File: src/rtl/addsub_pipe_stage_pkg.sv
// Shared types and constants for the add/subtract pipeline front end.
package addsub_pipe_stage_pkg;

  localparam int unsigned DATA_W = 32;

  typedef enum logic [1:0] {
    OP_ADD = 2'b00,
    OP_SUB = 2'b01,
    OP_ADC = 2'b10,
    OP_SBB = 2'b11
  } op_e;

  // Stage-1 request payload
  typedef struct packed {
    op_e               op;
    logic [DATA_W-1:0] a;
    logic [DATA_W-1:0] b;
  } req_t;

  // Stage-2 result payload
  typedef struct packed {
    logic [DATA_W-1:0] sum;
    logic              cout;
    logic              ovf;
    logic              zero;
    logic              neg;
  } res_t;

  // Adder carry-in: plain ops use a constant, chained ops consume the carry flag
  function automatic logic cin_for(input op_e op, input logic carry);
    logic cin;
    cin = 1'b0;
    case (op)
      OP_ADD:  cin = 1'b0;
      OP_SUB:  cin = 1'b1;
      default: cin = carry;
    endcase
    return cin;
  endfunction

endpackage

File: src/rtl/addsub_pipe_stage_adder32.sv
// Adder32 datapath: S = A + B + Cin with carry out.
// Ports: a, b (operands), cin (carry in), s (sum), cout (carry out).
module addsub_pipe_stage_adder32
  import addsub_pipe_stage_pkg::*;
(
  input  logic [DATA_W-1:0] a,
  input  logic [DATA_W-1:0] b,
  input  logic              cin,
  output logic [DATA_W-1:0] s,
  output logic              cout
);

  localparam int unsigned SUM_W = DATA_W + 1;

  logic [SUM_W-1:0] full_sum;

  assign full_sum = SUM_W'(a) + SUM_W'(b) + SUM_W'(cin);
  assign s        = full_sum[DATA_W-1:0];
  assign cout     = full_sum[DATA_W];

endmodule

File: src/rtl/addsub_pipe_stage.sv
// Two-stage pipelined ADD/SUB/ADC/SBB front end around the Adder32 datapath.
// Ports: clk, rst_n (async, active-low); in_valid/in_ready/in_op/in_a/in_b
// request handshake; carry_clr clears the chaining carry flag; out_valid/
// out_ready with out_sum/out_cout/out_ovf/out_zero/out_neg result stage;
// carry_flag exposes the carry used by ADC/SBB.
module addsub_pipe_stage
  import addsub_pipe_stage_pkg::*;
#(
  parameter int unsigned WIDTH = DATA_W
) (
  input  logic             clk,
  input  logic             rst_n,
  input  logic             in_valid,
  output logic             in_ready,
  input  logic [1:0]       in_op,
  input  logic [WIDTH-1:0] in_a,
  input  logic [WIDTH-1:0] in_b,
  input  logic             carry_clr,
  output logic             out_valid,
  input  logic             out_ready,
  output logic [WIDTH-1:0] out_sum,
  output logic             out_cout,
  output logic             out_ovf,
  output logic             out_zero,
  output logic             out_neg,
  output logic             carry_flag
);

  // The Adder32 datapath is fixed width
  if (WIDTH != DATA_W) begin : g_width_err
    $error("addsub_pipe_stage: WIDTH must be %0d", DATA_W);
  end

  logic              s1_valid_q, s1_valid_d;
  req_t              s1_req_q,   s1_req_d;
  logic              out_valid_q, out_valid_d;
  res_t              res_q,      res_d;
  logic              carry_q,    carry_d;

  logic              s1_adv;
  logic              accept;
  logic [DATA_W-1:0] add_b;
  logic              add_cin;
  logic [DATA_W-1:0] add_s;
  logic              add_cout;

  addsub_pipe_stage_adder32 u_adder32 (
    .a    (s1_req_q.a),
    .b    (add_b),
    .cin  (add_cin),
    .s    (add_s),
    .cout (add_cout)
  );

  // Handshake, adder operand steering, flags and next-state
  always_comb begin
    s1_valid_d  = s1_valid_q;
    s1_req_d    = s1_req_q;
    out_valid_d = out_valid_q;
    res_d       = res_q;
    carry_d     = carry_q;

    s1_adv   = s1_valid_q && (!out_valid_q || out_ready);
    in_ready = !s1_valid_q || s1_adv;
    accept   = in_valid && in_ready;

    // op[0] selects the subtracting forms: invert B
    add_b   = s1_req_q.op[0] ? ~s1_req_q.b : s1_req_q.b;
    add_cin = cin_for(s1_req_q.op, carry_q);

    if (accept) begin
      s1_valid_d  = 1'b1;
      s1_req_d.op = op_e'(in_op);
      s1_req_d.a  = DATA_W'(in_a);
      s1_req_d.b  = DATA_W'(in_b);
    end else if (s1_adv) begin
      s1_valid_d = 1'b0;
    end

    if (s1_adv) begin
      out_valid_d = 1'b1;
      res_d.sum   = add_s;
      res_d.cout  = add_cout;
      res_d.ovf   = (s1_req_q.a[DATA_W-1] == add_b[DATA_W-1]) &&
                    (add_s[DATA_W-1] != s1_req_q.a[DATA_W-1]);
      res_d.zero  = (add_s == '0);
      res_d.neg   = add_s[DATA_W-1];
    end else if (out_ready) begin
      out_valid_d = 1'b0;
    end

    // A retiring op's carry takes priority over a concurrent clear
    if (s1_adv) begin
      carry_d = add_cout;
    end else if (carry_clr) begin
      carry_d = 1'b0;
    end
  end

  // Pipeline and carry registers
  always_ff @(posedge clk or negedge rst_n) begin
    if (!rst_n) begin
      s1_valid_q  <= 1'b0;
      s1_req_q    <= '0;
      out_valid_q <= 1'b0;
      res_q       <= '0;
      carry_q     <= 1'b0;
    end else begin
      s1_valid_q  <= s1_valid_d;
      s1_req_q    <= s1_req_d;
      out_valid_q <= out_valid_d;
      res_q       <= res_d;
      carry_q     <= carry_d;
    end
  end

  assign out_valid  = out_valid_q;
  assign out_sum    = WIDTH'(res_q.sum);
  assign out_cout   = res_q.cout;
  assign out_ovf    = res_q.ovf;
  assign out_zero   = res_q.zero;
  assign out_neg    = res_q.neg;
  assign carry_flag = carry_q;

endmodule

File: config.mk
export PLATFORM = sky130hd
export DESIGN_NAME = addsub_pipe_stage
export DESIGN_NICKNAME = d
export VERILOG_FILES = /design/src/rtl/addsub_pipe_stage_pkg.sv /design/src/rtl/addsub_pipe_stage_adder32.sv /design/src/rtl/addsub_pipe_stage.sv
export SDC_FILE = /design/constraint.sdc
export NUM_CORES = 1
export LEC_CHECK = 0
export CORE_UTILIZATION = 57
export DETAILED_ROUTE_END_ITERATION = 6
export PLACE_DENSITY = 0.88
export SYNTH_ARGS = -nofsm -noshare
export SYNTH_HDL_FRONTEND = slang
export SYNTH_SLANG_ARGS = --single-unit
File: constraint.sdc
create_clock -name clk -period 6.95 [get_ports clk]
set_input_delay 0.695 -clock clk [delete_from_list [all_inputs] [get_ports clk]]
set_output_delay 0.695 -clock clk [all_outputs]
set_load 0.01 [all_outputs]
==> results.txt <==
----------------------------------------------------
[Run status]
  Run status ... finished, final reports clean

[Synthesis]
  Cell Area, Synth ... between 6000 and 7000 sq um
  Count of unique library cells instantiated by Yosys ... 61
  Top flip-flop cell by instance count after synthesis ... dfrtp_1
  Cells after synthesis ... approximately 570
  Top cells by area in the synthesized netlist ... dfrtp_1, mux2_2, ha_1
  Count of yosys warnings during synthesis ... 0
  Post-synthesis area per instance ... ~11 sq um
  Share of Yosys cell area claimed by the top area cell type ... between 40% and 50%
  Post-synth net total ... ~680
  Post-synth ARST share ... 100%
  Cell taking the most area after synthesis ... dfrtp_1
  Count of flip-flops with a built-in enable after synthesis ... 0
  Fraction of the yosys area taken by sequential cells ... 42.9%
  Synth Register Bits ... 104

[GRT]
  Overall global routing resource usage ... a little over a quarter
  Vias in the first global route ... between 4000 and 5000
  Leftover overflow at the end of global routing ... 0
  Number of antenna violations at the first check in global routing ... 0
  Largest net degree at the start of global routing ... 67
  Wire length of the first global-routing pass ... 23.1 mm

[STA]
  Sum of negative setup slack ... 0 ns
  Slew at the pin closest to its max-slew limit ... ~0.83 ns
  Endpoints failing setup ... 0
  Relative slew margins ... around 44%
  Final period util ... 57.7%
  Post-route clock skew ... around 0.013 ns
  Min Clock Period, post-route ... approximately 4 ns
  Count of final max-slew check failures ... 0
  Final hold vios ... 0
  Final worst-path setup slack ... a little under 3 ns
  RSZ-0062 raised after global routing ... no
  Highest clock rate ... 249 MHz

[Critical path]
  CP Data Required Time ... 7.25 ns
  Critical path capture point type ... flip-flop
  Worst path bufs/invs ... 0
  Highest net fanout along the worst path ... 10
  CP Launch Type ... flip-flop
  CP max stage delay ... just under 0.7 ns
  Classification of the worst setup path ... reg2reg
  Crit path max-delay cell type ... dfrtp_1
  Critical-path cell list ... xnor2_1 -> fa_1 -> fa_1 -> nand2b_1 -> a211oi_2 -> o2111ai_4 -> nand4_1 -> a21o_1 -> a2111oi_0 -> a311o_1 -> or4_1 -> o21ai_1
  Critical Path Most Common Cell ... fa_1
  Cell family with the largest share of critical-path delay ... compound AO/OA/AOI/OAI gates
  Signal arrival time at the worst endpoint ... ~4.3 ns

[Power]
  Int Power ... 1.64 mW
  Psw ... around 1.1 mW
  Combinational share of power ... between 50% and 60%
  Clock share of power ... ~15%
  Pleak ... around 3.2 nW
  Proportion of power drawn by flip-flops and latches ... 31.5%
  Maximum VDD drop ... 0.000172 V
  Power density relative to cell area ... about 370 nW/um^2
  Switching power share of the total ... 40.2%

[Routing]
  Routed met2 length ... approximately 6.4 mm
  Router iterations before antenna repair ... 5
  Average routed wire per standard cell ... 16.9 um
  Sum of met3 wire segment lengths after detailed routing ... around 660 um
  Top routing layer used ... met4
  Wire length on met1 ... approximately 6.4 mm
  Antenna violation net count after detailed routing ... 0
  DRC marker count from the first detailed-route iteration ... about 360
  Routed via count divided by cell count ... 5.93
  Number of remaining DRC errors ... 0
  Detailed-route wire length ... between 10 and 15 mm
  Total number of vias ... ~4800

[CTS]
  Clk Latency, worst-skew pair ... 0.37 ns
  Total CTS buffers ... 9
  TritonCTS clock tree ... built
  Hold Buf Count CTS ... 0
  Maximum number of buffers from clock root to sink ... 2
  Number of gates resized after CTS ... 0
  Number of sinks handled by clock tree synthesis ... roughly 100
  Clk pin slew, worst setup/hold paths ... 0.10 ns
  Clock root cell ... clkbuf_8
  Setup repair bufs after CTS ... 0
  Deepest level of the CTS H-tree ... 3

[Floorplanning]
  Ports ... 110
  Chip Width ... between 100 and 150 um
  Die height ... approximately 110 um
  Number of rows in the core area ... 37
  Floorplan die area ... approximately 11000 sq um
  Initial core utilization ... between 50% and 60%
  Standard cell core area ... ~10000 sq um

[Final layout]
  Final non-filler cell total ... around 810
  Area growth syn-to-layout ... 23.2%
  Final antenna diode count ... 0
  Count of nets after finishing ... between 700 and 800
  Fraction of final layout cells sized beyond drive strength 1 ... around 15%
  Fill cell total of the finished layout ... around 750

[Place]
  Number of I/O port buffers ... around 110
  Pre-CTS setup slack ... between 3 and 4 ns
  Sum of net half-perimeters after detailed placement ... around 11 mm
  RePlAce Congestion ... 0.899
  Post-Place Cells ... around 800

[Worst hold path]
  Worst min path class ... in2async

[Run]
  Maximum capacitance violations ... 0

----------------------------------------------------
[routing by layer]
metal,vias up,GRT usage [%]
li1,2280,-
met1,2350,36.2
met2,172,42.7
met3,23,3.93
met4,0,8.95
met5,-,0
[placed cells by master, fill, tap and decap left out, types with 3 or more instances in the layout]
cell type	count
a211o_1	3
a211oi_1	5
a21boi_0	3
a21o_1	8
a21oi_1	30
a21oi_2	3
a31oi_1	4
and4_1	3
buf_4	5
clkbuf_8	10
clkdlybuf4s50_1	108
dfrtp_1	104
ha_1	31
inv_1	7
mux2_2	72
mux2i_1	4
nand2_1	57
nand2b_1	9
nand3_1	6
nand4_1	9
nor2_1	22
nor3_1	5
nor4_1	4
o21a_1	4
o21ai_0	40
o21ai_1	3
o21bai_1	3
o31ai_1	7
or3_1	4
xnor2_1	14
xor2_1	43
[worst paths after layout]
kind,startpoint,endpoint,slack (ns),cells past startpoint
min,rst_n,s1_req_q[60],0.35,1
max reg2reg,s1_req_q[64],out_zero,2.94,12
max,s1_req_q[64],out_zero,2.94,12
max in group asynchronous,rst_n,s1_req_q[13],5.51,2
min in group clk,out_sum[27],out_sum[27],0.49,2
min reg2reg,out_sum[27],out_sum[27],0.49,2
[cells by family (layout without fill, tap and decap cells)]
logic type	after synthesis	in the layout	share of synthesized area, %
mux	76	76	14.0
xor+xnor	57	57	8.23
simple gates	134	134	10.6
buf+inv	32	135	2.12
compound gates	138	138	15.1
fa+ha+maj	33	33	7.05
flops	104	104	42.9
[registers in the layout, summed over array words and instances (netlist names)]
signal      count
out_cout        1
carry_flag      1
out_zero        1
out_sum        32
out_ovf         1
out_valid       1
s1_req_q       66
s1_valid_q      1
[power groups by stage]
stage,Sequential [mW],Combinational [mW],Clock (mW)
CTS,0.864,1.44,0.425
finish,0.865,1.46,0.421
detailed placement,0.876,1.43,0
global route,0.882,1.59,0.448
global placement,0.871,1.41,0
floorplan,0.893,0.906,0
[synthesized netlist by cell type (all sizes together) (3+ instances only)]
| cell | count |
|---|---|
| xor2 | 43 |
| o2111ai | 3 |
| clkbuf | 20 |
| nand2 | 59 |
| inv | 7 |
| and4 | 3 |
| a21boi | 3 |
| o21bai | 3 |
| dfrtp | 104 |
| nand3 | 6 |
| nand4 | 9 |
| buf | 5 |
| mux2i | 4 |
| o21ai | 44 |
| o31ai | 7 |
| nand2b | 9 |
| a21oi | 33 |
| a21o | 8 |
| ha | 31 |
| nor3 | 5 |
| a211oi | 6 |
| nor2 | 22 |
| nor4 | 4 |
| xnor2 | 14 |
| a211o | 3 |
| o21a | 4 |
| or3 | 4 |
| a31oi | 4 |
| mux2 | 72 |
[cell type report]
type                            count  area [sq um]  area share [%]
Multi-Input combinational cell    438          3340            44.7
Clock buffer                       11           141            1.89
Clock inverter                      4          77.6            1.04
Timing Repair Buffer              113          1120            15.0
Tap cell                          136           170            2.28
Sequential cell                   104          2600            34.8
Inverter                            7          26.3           0.351
[stage by stage]
step	total power [mW]	utilization [%]	instance area (sq um)	hold slack (ns)
floorplan	1.80	-	6070	0.399
global placement	2.28	70.3	7260	0.465
detailed placement	2.31	70.3	7260	0.464
CTS	2.73	72.5	7480	0.375
global route	2.92	72.5	7480	0.406
finish	2.74	72.5	7480	0.354
[worst reg2reg max path, cell delays in order (launching register included)]
cell       delay (ns)
dfrtp_1          0.69
xnor2_1          0.19
fa_1             0.47
fa_1             0.41
nand2b_1         0.19
a211oi_2         0.41
o2111ai_4        0.20
nand4_1          0.13
a21o_1           0.22
a2111oi_0        0.14
a311o_1          0.30
or4_1            0.47
o21ai_1          0.12
Note: power is estimated with default switching activity, not from simulation.
